## config.mk

```make
export PLATFORM = sky130hd
export DESIGN_NAME = fb_write_ctrl
export DESIGN_NICKNAME = d
export VERILOG_FILES = /design/src/rtl/fb_pkg.sv /design/src/rtl/fb_px_pack.sv /design/src/rtl/fb_write_ctrl.sv
export SDC_FILE = /design/constraint.sdc
export NUM_CORES = 1
export LEC_CHECK = 0
export ABC_CLOCK_PERIOD_IN_PS = 6600
export BUFFER_PORTS_ARGS = -buffer_cell sky130_fd_sc_hd__clkbuf_2
export CAP_MARGIN = 15
export CORE_ASPECT_RATIO = 0.9
export CORE_MARGIN = 3
export CORE_UTILIZATION = 45
export CTS_CLUSTER_DIAMETER = 200
export DETAILED_ROUTE_END_ITERATION = 6
export GPL_TIMING_DRIVEN = 0
export PLACE_DENSITY = 0.79
export SKIP_LAST_GASP = 1
export SLEW_MARGIN = 10
export SYNTH_ARGS = -nofsm -noshare
export SYNTH_HDL_FRONTEND = slang
export SYNTH_SLANG_ARGS = --single-unit
```

## constraint.sdc

```tcl
create_clock -name clk_60 -period 6.6 [get_ports clk_60]
set_input_delay 1.32 -clock clk_60 [delete_from_list [all_inputs] [get_ports clk_60]]
set_output_delay 1.32 -clock clk_60 [all_outputs]
set_load 0.005 [all_outputs]
```

## src/rtl/fb_pkg.sv

```systemverilog
// fb_pkg: shared definitions for the FTDI-to-framebuffer write controller.
//   - fb_state_e : one-hot controller state (SYNC0, SYNC1, PIX, FULL)
//   - PIX_W      : packed pixel width (7+7+6 bits of R,G,B)
//   - ADDR_W     : framebuffer pixel address width
//   - SYNC*_DEF  : default frame-header bytes
package fb_pkg;

  typedef enum logic [3:0] {
    ST_SYNC0 = 4'b0001,
    ST_SYNC1 = 4'b0010,
    ST_PIX   = 4'b0100,
    ST_FULL  = 4'b1000
  } fb_state_e;

  localparam int PIX_W  = 20;
  localparam int ADDR_W = 14;

  localparam logic [7:0] SYNC0_DEF = 8'hA5;
  localparam logic [7:0] SYNC1_DEF = 8'h5A;

  // Keep the MSBs of each channel: R and G lose one bit, B loses two.
  function automatic logic [PIX_W-1:0] pack_px(input logic [7:0] r,
                                               input logic [7:0] g,
                                               input logic [7:0] b);
    return {r[7:1], g[7:1], b[7:2]};
  endfunction

endpackage

```

## src/rtl/fb_px_pack.sv

```systemverilog
// fb_px_pack: collects R, G, B bytes into one packed framebuffer pixel.
// Ports:
//   clk_i, rst_i   : clock and synchronous active-high reset
//   clr_i          : restart at the R byte (start of a new frame)
//   byte_en_i      : one pixel byte is being accepted this cycle
//   byte_i         : the accepted byte
//   px_done_o      : combinational, the B byte is being accepted this cycle
//   px_we_o        : registered one-cycle strobe, the cycle after the B byte
//   px_data_o      : packed pixel, valid while px_we_o is high, held after
module fb_px_pack
  import fb_pkg::*;
(
  input  logic             clk_i,
  input  logic             rst_i,
  input  logic             clr_i,
  input  logic             byte_en_i,
  input  logic [7:0]       byte_i,
  output logic             px_done_o,
  output logic             px_we_o,
  output logic [PIX_W-1:0] px_data_o
);

  logic [1:0]       idx_q;
  logic [7:0]       r_q;
  logic [7:0]       g_q;
  logic             we_q;
  logic [PIX_W-1:0] data_q;

  assign px_done_o = byte_en_i && !clr_i && (idx_q == 2'd2);
  assign px_we_o   = we_q;
  assign px_data_o = data_q;

  always_ff @(posedge clk_i) begin
    if (rst_i) begin
      idx_q  <= 2'd0;
      r_q    <= 8'd0;
      g_q    <= 8'd0;
      we_q   <= 1'b0;
      data_q <= '0;
    end else begin
      we_q <= 1'b0;
      if (clr_i) begin
        idx_q <= 2'd0;
      end else if (byte_en_i) begin
        case (idx_q)
          2'd0: begin
            r_q   <= byte_i;
            idx_q <= 2'd1;
          end
          2'd1: begin
            g_q   <= byte_i;
            idx_q <= 2'd2;
          end
          default: begin
            data_q <= pack_px(r_q, g_q, byte_i);
            we_q   <= 1'b1;
            idx_q  <= 2'd0;
          end
        endcase
      end
    end
  end

endmodule

```

## src/rtl/fb_write_ctrl.sv

```systemverilog
// fb_write_ctrl: parses an FTDI byte stream (A5 5A header, then R,G,B bytes
// per pixel) and writes one frame into the back buffer of a double-buffered
// framebuffer. After the last pixel it waits in FULL for frame_start, then
// swaps buffers.
// Ports:
//   clk_60, rst          : 60 MHz clock, synchronous active-high reset
//   rx_valid/rx_data     : incoming byte; accepted when rx_valid && rx_ready
//   rx_ready             : high in SYNC0/SYNC1/PIX, low in FULL
//   frame_start          : display frame pulse (already in clk_60 domain)
//   fb_we/fb_waddr/fb_wdata : registered framebuffer write port
//   fb_sel               : buffer being written (display reads !fb_sel)
//   frame_done           : pulse together with the write of the last pixel
//   overrun              : sticky, a byte was offered while rx_ready was low
//   dbg_state            : current controller state, for observation only
//
// Handshake: a byte transfers in exactly the cycles where rx_valid and
// rx_ready are both high at the rising edge; rx_ready depends only on the
// registered state, never on rx_valid.
module fb_write_ctrl
  import fb_pkg::*;
#(
  parameter int         FRAME_PIXELS = 16384,
  parameter logic [7:0] SYNC0_BYTE   = SYNC0_DEF,
  parameter logic [7:0] SYNC1_BYTE   = SYNC1_DEF
) (
  input  logic              clk_60,
  input  logic              rst,
  input  logic              rx_valid,
  input  logic [7:0]        rx_data,
  output logic              rx_ready,
  input  logic              frame_start,
  output logic [PIX_W-1:0]  fb_wdata,
  output logic [ADDR_W-1:0] fb_waddr,
  output logic              fb_we,
  output logic              fb_sel,
  output logic              frame_done,
  output logic              overrun,
  output logic [3:0]        dbg_state
);

  localparam logic [ADDR_W-1:0] LAST_ADDR = ADDR_W'(FRAME_PIXELS - 1);

  fb_state_e         state_q;
  logic [ADDR_W-1:0] addr_q;
  logic [ADDR_W-1:0] waddr_q;
  logic              sel_q;
  logic              done_q;
  logic              overrun_q;

  logic rx_accept;
  logic pack_en;
  logic pack_clr;
  logic px_done;

  assign rx_ready  = (state_q != ST_FULL);
  assign rx_accept = rx_valid && rx_ready;
  assign pack_en   = rx_accept && (state_q == ST_PIX);
  // Header completion restarts the packer so a new frame always begins at R.
  assign pack_clr  = rx_accept && (state_q == ST_SYNC1) && (rx_data == SYNC1_BYTE);

  fb_px_pack u_pack (
    .clk_i     (clk_60),
    .rst_i     (rst),
    .clr_i     (pack_clr),
    .byte_en_i (pack_en),
    .byte_i    (rx_data),
    .px_done_o (px_done),
    .px_we_o   (fb_we),
    .px_data_o (fb_wdata)
  );

  always_ff @(posedge clk_60) begin
    if (rst) begin
      state_q   <= ST_SYNC0;
      addr_q    <= '0;
      waddr_q   <= '0;
      sel_q     <= 1'b0;
      done_q    <= 1'b0;
      overrun_q <= 1'b0;
    end else begin
      done_q <= 1'b0;
      if (rx_valid && !rx_ready) overrun_q <= 1'b1;
      case (state_q)
        ST_SYNC0: begin
          if (rx_accept && (rx_data == SYNC0_BYTE)) state_q <= ST_SYNC1;
        end
        ST_SYNC1: begin
          if (rx_accept) begin
            if (rx_data == SYNC1_BYTE) begin
              state_q <= ST_PIX;
              addr_q  <= '0;
            end else if (rx_data != SYNC0_BYTE) begin
              state_q <= ST_SYNC0;
            end
          end
        end
        ST_PIX: begin
          // The write address is captured here so it lines up with the
          // packer's registered write strobe one cycle later.
          if (px_done) begin
            waddr_q <= addr_q;
            if (addr_q == LAST_ADDR) begin
              addr_q  <= '0;
              done_q  <= 1'b1;
              state_q <= ST_FULL;
            end else begin
              addr_q <= addr_q + ADDR_W'(1);
            end
          end
        end
        ST_FULL: begin
          if (frame_start) begin
            sel_q   <= ~sel_q;
            state_q <= ST_SYNC0;
          end
        end
        default: state_q <= ST_SYNC0;
      endcase
    end
  end

  assign fb_waddr   = waddr_q;
  assign fb_sel     = sel_q;
  assign frame_done = done_q;
  assign overrun    = overrun_q;
  assign dbg_state  = state_q;

endmodule

```

Yosys cells after proc, flatten, opt, wreduce, memory -nomap -nowiden. Cells that the tools add are included.

Add/sub/neg operators: 1. Equality and inequality tests: 18. Mux-type cells: 16. Bitwise gates (word level): 6. Reduce and logical (&&, ||, !) cells: 23.

Operator list (number): 14-bit 2-to-1 mux (4); 4-bit 2-to-1 mux (7); 14-bit case mux with 2 select lines (1); 4-bit case mux with 4 select lines (1); 14-bit by 1-bit adder with 14-bit output, second input constant (1); 14-bit equality test, second input constant (1); 3-bit AND reduction (3); 8-bit by 7-bit equality test with 1-bit output, second input constant (1); 8-bit equality test, second input constant (1); 1-bit logical AND (8); 2-bit != test, second input constant (4); 8-bit != test, second input constant (1); 1-bit NOT (6); 6-bit AND reduction (1); 3-bit OR reduction (2); 4-bit by 1-bit equality test with 1-bit output, second input constant (1); 4-bit by 2-bit equality test with 1-bit output, second input constant (1); 4-bit by 3-bit equality test with 1-bit output, second input constant (1); 4-bit equality test, second input constant (1); 2-bit by 1-bit != test with 1-bit output, second input constant (2); 4-bit != test, second input constant (1); 2-bit case mux with 2 select lines (1); 2-bit AND reduction (2); 4-bit AND reduction (1); 8 further kinds (11).

Register bits: 74. Input bits: 12.

Depth between registers and ports, before layout. Gate-level depths: netlist of the first run.

Depth in word-level cells: 9. Mapped depth: 7.

Cells and area by module. Synthesis of the first run repeated with hierarchy kept, for this count alone.

Cell total of the unflattened synthesis: 342. Area total of the unflattened synthesis: 3229.3 µm².

Modules (own cells, without submodules): fb_write_ctrl (instances 1, cells each 208, area each 1744.2 µm²); fb_px_pack (instances 1, cells each 134, area each 1485.2 µm²).

Worst setup path before layout of the first run. No wires, ideal clock.

Path kind: in2reg. Start point: input port rx_data[5]. End point: register addr_q[5]. Setup time: 0.128 ns. Data arrival time: 2.857 ns. Data required time: 6.472 ns. Path slack: 3.616 ns. Cell stages on the path: 6. Buffers on the path: 1. Cells stage by stage: or4b_4 or4_1 buf_2 a211oi_2 xnor2_1 nor2_1.

Cells in the longest elaborated chain, start to end: 7. Elaborated cells between the ends (all ways): 8. Those cells by class: eq/ne: 3; reduce/logical: 5.

Ends and longest elaborated chain: start, declared (line fb_write_ctrl.sv:29) `input logic [7:0] rx_data,`; 8-bit by 7-bit equality test with 1-bit output * (line fb_write_ctrl.sv:59, fb_write_ctrl.sv:89); 1-bit logical AND (line fb_write_ctrl.sv:59) `assign pack_clr = rx_accept && (state_q == ST_SYNC1) && (rx_data == SYNC1_BYTE);`; 1-bit zero test (line fb_px_pack.sv:29) `assign px_done_o = byte_en_i && !clr_i && (idx_q == 2'd2);`; 1-bit logical AND (2 in series) (line fb_px_pack.sv:29); 2-bit != test (no source line); 4-bit AND reduction (no source line) *; end signal, assigned (line fb_write_ctrl.sv:107) `addr_q <= addr_q + ADDR_W'(1);`; end, declared (line fb_write_ctrl.sv:44) `logic [ADDR_W-1:0] addr_q;`.

Mark *: on every way between the ends. The rest lies on a longest branch, timed or not. A chain may end at the register's enable or synchronous reset.

Final worst setup path of the first run.
Start point: input port rx_data[5]. End point: register addr_q[9].

Same word-level chain as after synthesis.

==> results of run 1 <==
==> synthesized netlist by cell type, types with 2 or more instances <==
cell,n
xor2_1,5
xnor2_1,6
buf_2,2
and4_1,2
or3_1,2
and2_1,2
nand2b_1,2
o21ai_0,6
nand4_1,4
and3_1,5
o211ai_1,3
nand3_1,7
a21oi_1,47
nor4_1,2
nand2_1,79
mux2i_1,14
clkbuf_1,16
dfxtp_1,72
or4b_4,2
inv_1,4
nand3b_1,2
nor2_1,34
nand4b_1,3
==> final timing paths <==
kind                                  start                        end  slack [ns]
setup / recovery                 rx_data[5]     addr_q[9]$_SDFFE_PP0P_        3.67
hold / removal    fb_waddr[13]$_SDFFE_PP0P_  fb_waddr[13]$_SDFFE_PP0P_        0.45
setup reg to reg  dbg_state[0]$_SDFFE_PP1P_     addr_q[9]$_SDFFE_PP0P_        4.27
hold reg to reg   fb_waddr[13]$_SDFFE_PP0P_  fb_waddr[13]$_SDFFE_PP0P_        0.45
==> registers in the layout, summed over array words and instances (netlist names) <==
register,cells
u_pack.g_q,7
fb_waddr,14
u_pack.r_q,7
fb_sel,1
u_pack.px_we_o,1
overrun,1
u_pack.px_data_o,20
dbg_state,4
addr_q,14
frame_done,1
u_pack.idx_q,2
==> layer usage <==
metal / routed length (um) / global-route usage (%) / share of wire [%] / up-vias
met5: 0 / 0 / 0 / -
met4: 64 / 5.505 / 0.99 / 0
met3: 360 / 6.227 / 5.6 / 6
met2: 2996 / 28.78 / 47 / 69
met1: 3019 / 23.21 / 47 / 1160
li1: - / - / - / 1288
==> logic make-up after synthesis <==
kind of cell	Yosys count	synth area share, %
xor gates and xnor gates	11	3.336
muxes	15	5.242
and+or+nand+nor	156	26.04
adders and majority gates	1	0.4332
buffers and inverters	24	3.249
AOI/OAI and AO/OA	62	11.79
DFF	72	49.91
==> worst reg2reg max path, stage by stage, from the launching register on <==
cell and delay [ns]:
dfxtp_1 0.31, clkbuf_1 0.20, nor4b_2 0.55, and4b_1 0.27
buf_2 0.19, o211ai_1 0.23, or3_1 0.38, a21oi_1 0.14
==> power by group <==
group | switching [mW] | internal, mW
logic | 0.0139 | 0.00477
registers | 0.0000224 | 0.434
clock network | 0.178 | 0.178
total | 0.192 | 0.617
==> layout make-up <==
type | count | area (um^2)
plain buffers | 20 | 78.83
clock buffers | 9 | 123.9
clock inverters | 7 | 80.08
repair buffers | 53 | 265.3
fillers | 561 | 2716
multi-input cells | 245 | 1353
well taps | 87 | 108.9
flip-flops and latches | 72 | 1441
inverters | 4 | 15.01
==> through the flow <==
| stage | setup slack (ns) | cell area [um^2] | util [%] | power (mW) | hold WS, ns |
|---|---|---|---|---|---|
| detailed placement | 3.326 | 3262 | 52.76 | 0.4628 | 0.4445 |
| floorplan | 3.616 | 2888 | - | 0.4531 | 0.4312 |
| global route | 3.529 | 3466 | 56.06 | 0.8415 | 0.4756 |
| CTS | 3.687 | 3466 | 56.06 | 0.8164 | 0.4575 |
| global placement | 3.324 | 3262 | 52.76 | 0.4627 | 0.4404 |
| finish | 3.673 | 3466 | 56.06 | 0.8092 | 0.4541 |
==> flow_summary.yaml, run 1 <==
status:
  run_status: "complete, no violations"
floorplan:
  start_util_pct: 46.71
  core_um2: 6182
  design.die.area_um2: 7416
  die_h_um: 82.00
  die_x_um: 90.44
  fp-row-count: 27
  pin_count: 55
cts:
  clock_latency_ns: 0.35
  cts_resized: 0
  cts_max_level: 3
  ctsLongestPathBuffers: 2
  root_buffer: "clkbuf_8"
  cts_tree: "yes"
  post_cts_buffers: 0
  numCtsBuffers: 9
  cts.clk_slew.worst_paths_ns: 0.07
  clock-sinks: 72
  hold_buffers: 0
synthesis:
  synth_edf_count: 0
  synth-warning-count: 0
  synth_top_area_share_pct: 49.91
  ys_types: 43
  netlist_area_um2: 2888
  syn_nets: 354
  synthFlopType: "dfxtp_1"
  async_flop_share_pct: 0
  synth_area_leaders: "dfxtp_1, nand2_1, a21oi_1"
  synth_top_cell_by_area: "dfxtp_1"
  yosysSeqAreaShare_pct: 49.91
  synth-seq-cells: 72
  synthCells: 341
  syn_avg_cell_area_um2: 8.469
worst_setup_path:
  slowest_delay_ns: 0.58
  cp-end-kind: "flip-flop"
  path_cells: "clkbuf_2, or4b_4, nor4_4, o211ai_1, or3_1, a21oi_1"
  cp_num_buf_inv: 1
  critPathLaunchType: "input port"
  cp.depth: 6
  worstSetupPathType: "input port to flip-flop"
  crit_required_ns: 6.88
  critPathMaxFanout: 7
  crit_family: "simple AND/OR/NAND/NOR gates"
  reg2reg_depth: 7
  slowest_stage: "or4b_4"
  cp_data_arrival_time_ns: 3.21
global_routing:
  grt_pass1_wl_um: 10580
  grt_use_total_pct: 18.01
  grt_max_degree: 15
  grt_pass1_vias: 2214
  antenna_found_initial: 0
  overflow: 0
layout:
  fin_cells: 497
  fin_nets: 418
  drive_above_1_share_pct: 19.27
  syn2layout_area_growth_pct: 20.02
  antenna_cells: 0
  layout_common_cells: "nand2_1, dfxtp_1, clkbuf_2"
  layout_commonest_cell: "nand2_1"
sta:
  maxSlewHeadroom_pct: 48.64
  worst_pin_slew_ns: 0.7662
  setup_tns_ns: 0
  finalHoldViolCount: 0
  skew_ns: 0.01298
  period_share_pct: 44.34
  timing.final.crit_period_ns: 2.927
  setup_viol_count_final: 0
  slew_viol_final: 0
  grt_setup_unrepaired: "false"
  max_clock_freq_mhz: 341.7
drt:
  wire_per_inst_um: 12.96
  post-route-drc-count: 0
  via_count: 2523
  drt_iter0_markers: 102
  routed_via_density: 5.076
  dr.pass1.iters: 4
  wirelength_um: 6440
  drtAntennaViolNets: 0
place:
  routabilityCongestion: 0.8058
  port_buffers: 53
  hpwl_um: 4630
  place_inst: 481
worst_hold_path:
  worstHoldPathCells: 2
  worstHoldPathType: "flip-flop to flip-flop"
power:
  ir_worst_vdd_uv: 120.1
  power.leakage_nw: 1.336
  power_density_nw_per_um2: 233.5
run:
  maxCapViolCount: 0
No activity file was read; power rests on OpenSTA's default activity.
==> inputs of run 2 (changes only) <==
--- a/config.mk
+++ b/config.mk
@@ -5,7 +5,8 @@
 export SDC_FILE = /design/constraint.sdc
 export NUM_CORES = 1
 export LEC_CHECK = 0
-export ABC_CLOCK_PERIOD_IN_PS = 6600
+export ABC_AREA = 1
+export ABC_CLOCK_PERIOD_IN_PS = 3000
 export BUFFER_PORTS_ARGS = -buffer_cell sky130_fd_sc_hd__clkbuf_2
 export CAP_MARGIN = 15
 export CORE_ASPECT_RATIO = 0.9
@@ -14,7 +15,7 @@
 export CTS_CLUSTER_DIAMETER = 200
 export DETAILED_ROUTE_END_ITERATION = 6
 export GPL_TIMING_DRIVEN = 0
-export PLACE_DENSITY = 0.79
+export PLACE_DENSITY = 0.78
 export SKIP_LAST_GASP = 1
 export SLEW_MARGIN = 10
 export SYNTH_ARGS = -nofsm -noshare
==> constraint.sdc (replaced) <==
create_clock -name clk_60 -period 3 [get_ports clk_60]
set_input_delay 0.6 -clock clk_60 [delete_from_list [all_inputs] [get_ports clk_60]]
set_output_delay 0.6 -clock clk_60 [all_outputs]
set_load 0.005 [all_outputs]
==> run 2 against run 1 <==
Area after synthesis increased by 7.6%; first-iteration DRC count increased by 60%; register-to-register slack got worse by 3.0 ns; non-clock buffer count decreased by 3; sequential power increased by 140%; routed wire length increased by 17%; final area increased by 6.4%; critical path depth decreased by 2; worst setup slack got worse by 2.4 ns; utilization decreased by 0.35 points; combinational power increased to 20 times the previous value; sequential cell count unchanged; largest cell class unchanged.
==> flow_summary.yaml, run 2 <==
synthesis:
  ys_types: 26
  yosysSeqAreaShare_pct: 46.38
  yosys-top-cells-count: "nand2_1, dfxtp_1, nor2_1, a21oi_1, inv_1"
  syn_nets: 446
  synth_top_area_share_pct: 46.38
  synth-warning-count: 0
  synth_area_leaders: "dfxtp_1, nand2_1, a21oi_1"
  synth_edf_count: 0
  async_flop_share_pct: 0
  synthCells: 433
  synth_most_common_cell: "nand2_1"
  syn_avg_cell_area_um2: 7.178
  netlist_area_um2: 3108
  synth-seq-cells: 72
  synth_top_cell_by_area: "dfxtp_1"
  synthFlopType: "dfxtp_1"
sta:
  grt_setup_unrepaired: "false"
  timing.final.crit_period_ns: 1.765
  slew_viol_final: 0
  skew_ns: 0.01443
  period_share_pct: 58.82
  maxSlewHeadroom_pct: 64.56
  worst_pin_slew_ns: 0.5316
  setup_slack_ns: 1.235
  finalHoldViolCount: 0
  max_clock_freq_mhz: 566.7
  setup_tns_ns: 0
  setup_viol_count_final: 0
drt:
  dr.pass1.iters: 4
  drt_iter0_markers: 163
  drtAntennaViolNets: 0
  wire_per_inst_um: 12.74
  routed_via_density: 5.046
  wirelength_um: 7552
  via_count: 2992
  post-route-drc-count: 0
worst_setup_path:
  worstSetupPathType: "flip-flop to output port"
  critPathLaunchType: "flip-flop"
  slowest_delay_ns: 0.34
  path_cells: "inv_2, nor2_1, nand2_2, clkbuf_2"
  crit_required_ns: 2.40
  crit_family: "flip-flops"
  cp_num_buf_inv: 2
  cp-end-kind: "output port"
  cp_data_arrival_time_ns: 1.16
  slowest_stage: "dfxtp_1"
  critPathMaxFanout: 4
layout:
  largest_reg_flops: 20
  syn2layout_area_growth_pct: 18.68
  layout_common_cells: "nand2_1, dfxtp_1, nor2_1"
  drive_above_1_share_pct: 20.08
  layout_commonest_cell: "nand2_1"
  fin_nets: 511
  fin_area_um2: 3689
  antenna_cells: 0
  postLayoutCoreUtil_pct: 55.71
floorplan:
  core_um2: 6621
  start_util_pct: 46.94
  die_h_um: 84.84
  design.die.area_um2: 7941
  die_x_um: 93.60
  fp-row-count: 28
  pin_count: 55
place:
  hpwl_um: 5597
  post_dp_cell_area_um2: 3491
  port_buffers: 54
  routabilityCongestion: 0.9043
  place_ws_ns: 1.004
power:
  ir_worst_vdd_uv: 299.7
  power.leakage_nw: 1.557
  power_density_nw_per_um2: 583.8
  internal_power_mw: 1.526
  comb_power_share_pct: 17.0
  switchingPower_mw: 0.6276
  p_seq_share_pct: 47.3
  p_clk_share_pct: 35.7
  switching_share_pct: 29.15
status:
  run_status: "complete, no violations"
cts:
  hold_buffers: 0
  cts_max_level: 3
  numCtsBuffers: 9
  ctsLongestPathBuffers: 2
  root_buffer: "clkbuf_8"
  post_cts_buffers: 0
  cts_tree: "yes"
  clock-sinks: 72
  clock_latency_ns: 0.35
  cts_resized: 0
  cts.clk_slew.worst_paths_ns: 0.08
global_routing:
  grt_pass1_vias: 2850
  grt_pass1_wl_um: 12960
  antenna_found_initial: 0
  grt_max_degree: 13
  grt_use_total_pct: 20.32
  overflow: 0
worst_hold_path:
  worstHoldPathType: "flip-flop to flip-flop"
run:
  maxCapViolCount: 0
## run 2: power groups by stage
stage | sequential [mW] | clock, mW | combinational, mW
after detailed placement | 1.04 | 0 | 0.364
after CTS | 1.02 | 0.782 | 0.366
final | 1.02 | 0.768 | 0.367
after floorplan | 1.04 | 0 | 0.270
after global placement | 1.04 | 0 | 0.354
after global routing | 1.02 | 0.821 | 0.418
## run 2: logic make-up (layout without fill, tap and decap cells)
group	after synthesis	after routing	share of synthesized area [%]
AO/OA/AOI/OAI	91	91	15.06
XOR/XNOR	2	2	0.5637
buffers and inverters	60	130	7.971
flip-flops	72	72	46.38
adder cells (fa/ha/maj)	1	1	0.4025
AND/OR/NAND/NOR	207	207	29.63
## run 2: per-layer routing
layer	share of wire (%)	GRT usage, %	vias up
met5	0	0	-
met2	44	30.39	80
met4	1.7	8.399	0
met3	6.3	5.319	12
li1	-	-	1534
met1	48	27.95	1366
## run 2: final timing paths
kind | from | end | slack [ns] | cells past startpoint
max | dbg_state[3]$_SDFFE_PP0P_ | rx_ready | 1.24 | 4
min | u_pack.px_data_o[15]$_SDFFE_PP0P_ | u_pack.px_data_o[15]$_SDFFE_PP0P_ | 0.46 | 2
max reg2reg | addr_q[0]$_SDFFE_PP0P_ | dbg_state[1]$_SDFFE_PP0P_ | 1.28 | 12
min reg2reg | u_pack.px_data_o[15]$_SDFFE_PP0P_ | u_pack.px_data_o[15]$_SDFFE_PP0P_ | 0.46 | 2
## run 2: metrics by stage
stage / cells / hold WS [ns] / power (mW)
final: 593 / 0.4599 / 2.153
after global routing: 593 / 0.4858 / 2.263
after CTS: 593 / 0.4649 / 2.166
after detailed placement: 577 / 0.4528 / 1.405
after global placement: 577 / 0.4496 / 1.393
after floorplan: 433 / 0.4557 / 1.307
## run 2: layout make-up
type	count	area (um^2)
Clock inverter	4	52.55
Buffer	16	82.58
Fill cell	633	2933
Sequential cell	72	1441
Multi-Input combinational cell	301	1419
Timing Repair Buffer	54	270.3
Tap cell	90	112.6
Inverter	44	165.2
Clock buffer	12	145.1
## run 2: worst min-delay path, stage by stage, from the launching register on
cell and delay, ns:
dfxtp_1 0.31, nand2_1 0.06, a21oi_1 0.05
